==> src/rtl/loctag_adc_rx_if.sv <==
// -----------------------------------------------------------------------------
// loctag_adc_rx_if
// Serial ADC bus between the loctag receiver and a 12-bit SPI-style ADC.
//   adc_cs  : chip select, active-low, driven by the receiver
//   adc_clk : serial clock, idles high, driven by the receiver
//   adc_so  : serial data from the ADC, MSB first, synchronous to clk
// Modports: master = receiver side, slave = ADC side.
// -----------------------------------------------------------------------------
interface loctag_adc_rx_if;
  logic adc_cs;
  logic adc_clk;
  logic adc_so;

  modport master (output adc_cs, output adc_clk, input adc_so);
  modport slave  (input adc_cs, input adc_clk, output adc_so);
endinterface

==> src/rtl/loctag_adc_rx.sv <==
// -----------------------------------------------------------------------------
// loctag_adc_rx
// Runs back-to-back conversions on a serial 12-bit ADC that reports the RF
// detector envelope, presents each result and flags when it reaches a
// programmable threshold for the loctag trigger logic.
//
// Ports:
//   clk            : system clock, rising edge
//   reset          : asynchronous reset, active-low
//   en_i           : high = keep converting
//   threshold_i    : detection level, compared unsigned against each new sample
//   sample_o       : latest converted value, held between updates
//   sample_valid_o : one-cycle pulse when sample_o updates
//   above_o        : sample_o >= threshold_i (threshold taken at the update)
//   frame_err_o    : a leading-zero bit of the last frame read as 1
//   adc            : serial ADC bus (master side)
//
// Parameters:
//   CLK_DIV   : clk cycles per adc_clk half-period (1..255)
//   QUIET_CYC : clk cycles with adc_cs high between frames (1..255)
//
// Build option LOCTAG_ADC_AVG_EN: when defined, sample_o is the truncated mean
// of the last four raw frames instead of the raw frame value.
// -----------------------------------------------------------------------------
module loctag_adc_rx #(
  parameter int CLK_DIV   = 2,
  parameter int QUIET_CYC = 20
) (
  input  logic                  clk,
  input  logic                  reset,
  input  logic                  en_i,
  input  logic [11:0]           threshold_i,
  output logic [11:0]           sample_o,
  output logic                  sample_valid_o,
  output logic                  above_o,
  output logic                  frame_err_o,
  loctag_adc_rx_if.master       adc
);

  localparam logic [7:0] DIV_TC   = 8'(CLK_DIV - 1);
  localparam logic [7:0] QUIET_TC = 8'(QUIET_CYC - 1);

  typedef enum logic [1:0] {IDLE, CONV, QUIET} state_t;

  state_t      state_q, state_d;
  logic [7:0]  div_q, div_d;
  logic        sclk_q, sclk_d;
  logic [4:0]  edge_q, edge_d;
  logic [15:0] shift_q, shift_d;
  logic [7:0]  quiet_q, quiet_d;
  logic        done_q, done_d;

  logic [11:0] sample_q;
  logic        valid_q;
  logic        above_q;
  logic        ferr_q;

  logic [11:0] raw;
  logic [11:0] new_sample;

  function automatic logic [11:0] avg4(input logic [11:0] a, input logic [11:0] b,
                                       input logic [11:0] c, input logic [11:0] d);
    logic [13:0] sum;
    sum = 14'(a) + 14'(b) + 14'(c) + 14'(d);
    return sum[13:2];
  endfunction

  // Next-state logic. Divider, serial clock and bit counter sit at their idle
  // values whenever the FSM is outside CONV, so every frame starts clean.
  always_comb begin
    state_d = state_q;
    div_d   = 8'd0;
    sclk_d  = 1'b1;
    edge_d  = 5'd0;
    shift_d = shift_q;
    quiet_d = 8'd0;
    done_d  = 1'b0;
    case (state_q)
      IDLE: begin
        if (en_i) state_d = CONV;
      end
      CONV: begin
        sclk_d = sclk_q;
        edge_d = edge_q;
        div_d  = div_q + 8'd1;
        if (div_q == DIV_TC) begin
          div_d  = 8'd0;
          sclk_d = ~sclk_q;
          // Data is captured in the cycle that drives adc_clk 0->1.
          if (!sclk_q) begin
            shift_d = {shift_q[14:0], adc.adc_so};
            edge_d  = edge_q + 5'd1;
            if (edge_q == 5'd15) begin
              state_d = QUIET;
              done_d  = 1'b1;
            end
          end
        end
      end
      QUIET: begin
        quiet_d = quiet_q + 8'd1;
        if (quiet_q == QUIET_TC) begin
          quiet_d = 8'd0;
          state_d = en_i ? CONV : IDLE;
        end
      end
      default: state_d = IDLE;
    endcase
  end

  always_ff @(posedge clk or negedge reset) begin
    if (!reset) begin
      state_q <= IDLE;
      div_q   <= 8'd0;
      sclk_q  <= 1'b1;
      edge_q  <= 5'd0;
      shift_q <= 16'd0;
      quiet_q <= 8'd0;
      done_q  <= 1'b0;
    end else begin
      state_q <= state_d;
      div_q   <= div_d;
      sclk_q  <= sclk_d;
      edge_q  <= edge_d;
      shift_q <= shift_d;
      quiet_q <= quiet_d;
      done_q  <= done_d;
    end
  end

  assign raw = shift_q[11:0];

`ifdef LOCTAG_ADC_AVG_EN
  logic [11:0] hist1_q, hist2_q, hist3_q;

  always_ff @(posedge clk or negedge reset) begin
    if (!reset) begin
      hist1_q <= 12'd0;
      hist2_q <= 12'd0;
      hist3_q <= 12'd0;
    end else if (done_q) begin
      hist1_q <= raw;
      hist2_q <= hist1_q;
      hist3_q <= hist2_q;
    end
  end

  assign new_sample = avg4(raw, hist1_q, hist2_q, hist3_q);
`else
  assign new_sample = raw;
`endif

  // Result stage: one cycle after the frame's last capture.
  always_ff @(posedge clk or negedge reset) begin
    if (!reset) begin
      sample_q <= 12'd0;
      valid_q  <= 1'b0;
      above_q  <= 1'b0;
      ferr_q   <= 1'b0;
    end else begin
      valid_q <= done_q;
      if (done_q) begin
        sample_q <= new_sample;
        above_q  <= (new_sample >= threshold_i);
        ferr_q   <= |shift_q[15:12];
      end
    end
  end

  assign adc.adc_cs     = (state_q != CONV);
  assign adc.adc_clk    = sclk_q;
  assign sample_o       = sample_q;
  assign sample_valid_o = valid_q;
  assign above_o        = above_q;
  assign frame_err_o    = ferr_q;

endmodule

==> src/flat_wrapper.sv <==
// flat-port wrapper written by rule: the top's interface ports become plain ports
module loctag_adc_rx_flat 
#(
  parameter int CLK_DIV   = 2,
  parameter int QUIET_CYC = 20
)
  (clk, reset, en_i, threshold_i, sample_o, sample_valid_o, above_o, frame_err_o, adc_adc_cs, adc_adc_clk, adc_adc_so);
  loctag_adc_rx_if adc_i ();
  input  logic clk;
  input  logic reset;
  input  logic en_i;
  input  logic [11:0] threshold_i;
  output logic [11:0] sample_o;
  output logic sample_valid_o;
  output logic above_o;
  output logic frame_err_o;
  output wire logic [$bits(adc_i.adc_cs)-1:0] adc_adc_cs;
  output wire logic [$bits(adc_i.adc_clk)-1:0] adc_adc_clk;
  input wire logic [$bits(adc_i.adc_so)-1:0] adc_adc_so;
  assign adc_adc_cs = adc_i.adc_cs;
  assign adc_adc_clk = adc_i.adc_clk;
  assign adc_i.adc_so = adc_adc_so;
  loctag_adc_rx #(.CLK_DIV(CLK_DIV), .QUIET_CYC(QUIET_CYC)) u_core (.clk(clk), .reset(reset), .en_i(en_i), .threshold_i(threshold_i), .sample_o(sample_o), .sample_valid_o(sample_valid_o), .above_o(above_o), .frame_err_o(frame_err_o), .adc(adc_i));
endmodule
==> config.mk <==
export PLATFORM = sky130hd
export DESIGN_NAME = loctag_adc_rx_flat
export DESIGN_NICKNAME = d
export VERILOG_FILES = /design/src/rtl/loctag_adc_rx_if.sv /design/src/rtl/loctag_adc_rx.sv /design/src/flat_wrapper.sv
export SDC_FILE = /design/constraint.sdc
export NUM_CORES = 1
export LEC_CHECK = 0
export BUFFER_PORTS_ARGS = -buffer_cell sky130_fd_sc_hd__buf_2
export CORE_AREA = 2 2 73 75
export DETAILED_ROUTE_END_ITERATION = 10
export DIE_AREA = 0 0 75 77
export PLACE_DENSITY = 0.84
export SLEW_MARGIN = 40
export SYNTH_ARGS = -nofsm -noshare
export SYNTH_HDL_FRONTEND = slang
export SYNTH_SLANG_ARGS = --single-unit
==> constraint.sdc <==
create_clock -name clk -period 4.85 [get_ports clk]
set_input_delay 0.485 -clock clk [delete_from_list [all_inputs] [get_ports clk]]
set_output_delay 0.485 -clock clk [all_outputs]
set_load 0.005 [all_outputs]
==> results.cfg <==
[worst_setup_path]
cp-start-kind = flop
path_cells = nor2b_1, inv_1, buf_2
critPathMaxFanout = 7
critPathRequiredTime_ps = 4370
crit_path_end_kind = output pin
slowest_stage = nor2b_1
path_class = reg -> out
slowest_delay_ps = 410
cp.arrival_ps = 1510

[clocking]
clock_latency_ps = 310
clkTransAtPathRegs_ps = 100
cts_made_buffers = 5
holdBufCountCts = 0
clockBufferDepth = 2
cts_tree = built
post_cts_buffers = 0
cts_resized = 0
clock-sinks = 56
root_buffer = clkbuf_8
htree_levels = 2

[outcome]
status = completed

[logic_synthesis]
synthCells = 219
synthTopCellsByArea = dfrtp_1, mux2_2, ha_1, xor2_1, mux2_4
netlist_area_um2 = 2636
synth_top_area_share_pct = 52.21
syn_nets = 252
yosysWarnings = 0
ys_ff_latch = 56
synth_seq_area_share_pct = 53.20
synth_ff_type = dfrtp_1
yosysTopAreaCell = dfrtp_1
synth_edf_count = 0
synthArstFlopShare_pct = 100.0
ys_types = 31
avgSynthCellArea_um2 = 12.04

[timing]
finalHoldViolations = 0
slew_headroom_pct = 53.79
fin_crit_sh_pct = 41.06
setup_viol = 0
rsz0062_at_grt = false
min_period_ps = 1991
timing.final.ws_setup_ps = 2859
fmax_mhz = 502.2
fin_tns_setup_ps = 0
tightest_slew_ps = 693.2
finalClockSkew_ps = 4.903
drv_slew = 0

[die]
placeableCoreArea_um2 = 4977
io_pins = 33
dieArea_um2 = 5775
start_util_pct = 52.97
dieWidth_um = 75
rows = 26
die_h_um = 77

[pwr]
finalPower_mw = 0.7812
power.leakage_nw = 1.520
vdd_drop_max_mv = 0.1476
powerDensity_nw_per_um2 = 263.4

[job]
max_cap_violations = 0

[final_layout]
fin_nets = 289
final_layout_size_suffix_gt1_share_pct = 28.40
fin_util_pct = 59.58
antenna_cells = 0
syn_to_final_growth_pct = 12.48

[drt]
drc = 0
first_pass_iters = 4
wl_per_cell_um = 13.46
drtIter0Drc = 114
ant_nets = 0
viasPerCell = 5.098
vias = 1667
wirelength_mm = 4.403

[global_route]
grtUsageTotal_pct = 17.49
antenna_found_initial = 0
grt_pass1_vias = 1688
grt_max_degree = 57
grt_pass1_wl_mm = 7.728
overflow = 0

[min_path]
hp-class = in -> async

[place]
dp_hpwl_mm = 3.128
place_ws_ps = 2931
gp_congestion = 0.8447
portBuffers = 32
worst paths after layout:
kind                                    from                 end  slack (ps)  cells after the start
max                        u_core.state_q[0]          adc_adc_cs        2860                      3
min in group clk                        en_i   u_core.state_q[0]         420                      3
min                                    reset      u_core.above_o         300                      2
max in group asynchronous              reset     u_core.div_q[1]        4100                      2
min reg2reg                u_core.quiet_q[0]   u_core.quiet_q[0]         490                      1
max reg2reg                  u_core.div_q[1]  u_core.shift_q[13]        2890                      5
registers in the layout (all words and copies together) (netlist names):
| name | cells |
|---|---|
| u_core.above_o | 1 |
| u_core.adc.adc_clk | 1 |
| u_core.div_q | 8 |
| u_core.done_q | 1 |
| u_core.edge_q | 5 |
| u_core.frame_err_o | 1 |
| u_core.quiet_q | 8 |
| u_core.sample_o | 12 |
| u_core.sample_valid_o | 1 |
| u_core.shift_q | 16 |
| u_core.state_q | 2 |
placed cells by master, fill, tap and decap left out, types with 2 or more instances in the layout:
master    instances
a21oi_1           8
and2_1            3
and3_1            5
buf_2            32
clkbuf_8          6
clkinv_2          2
dfrtp_1          55
ha_1             17
inv_1            16
mux2_2           21
mux2_4            6
nand2_1          13
nand3_1          11
nand4_1           3
nor2_1           21
nor2b_1           3
o21ai_0           7
xnor2_1           3
xor2_1           12
power breakdown:
| group | switching (mW) | total (mW) | internal (mW) |
|---|---|---|---|
| clock | 0.147 | 0.261 | 0.114 |
| combinational | 0.0227 | 0.0417 | 0.0190 |
| sequential | 0.00623 | 0.478 | 0.472 |
cell usage after synthesis (3+ instances only):
master,n
dfrtp_1,55
mux2_2,21
nor2_1,21
ha_1,17
inv_1,16
nand2_1,13
xor2_1,12
nand3_1,11
a21oi_1,8
o21ai_0,7
mux2_4,6
and3_1,5
and2_1,3
nand4_1,3
nor2b_1,3
xnor2_1,3
critical path, delay by kind of cell, from the launching register on:
family                 cells  cell delay (ps)
buffers and inverters      2              410
AND/OR/NAND/NOR            1              410
flip-flops                 1              370
cells by family after synthesis:
| group | count (synthesis) | synth area share, % |
|---|---|---|
| buffers and inverters | 19 | 2.990 |
| multiplexers | 27 | 12.39 |
| adder cells (fa/ha/maj) | 17 | 8.068 |
| AND/OR/NAND/NOR | 65 | 13.29 |
| AO/OA/AOI/OAI | 20 | 5.079 |
| XOR/XNOR | 15 | 4.984 |
| flip-flops | 56 | 53.20 |
through the flow:
stage | instances | area (µm²) | hold WS (ps)
after detailed placement | 319 | 2873 | 473.6
after global routing | 327 | 2965 | 357.8
final | 327 | 2965 | 297.1
after floorplan | 219 | 2636 | 189.4
after global placement | 319 | 2873 | 465.0
after CTS | 327 | 2965 | 316.6
area by class of cell:
type,instances,area (µm²)
fillers,408,2012
flip-flops and latches,56,1403
multi-input cells,144,1155
repair buffers,33,167.7
well taps,70,87.58
clock buffers,6,82.58
inverters,16,60.06
clock inverters,2,10.01
layer usage:
metal  global-route usage, %  routed length [µm]
met1                   22.39                2059
met2                   27.98                2123
met3                   3.285                 127
met4                   8.393                  93
met5                       0                   0
No activity file was read; power rests on OpenSTA's default activity.
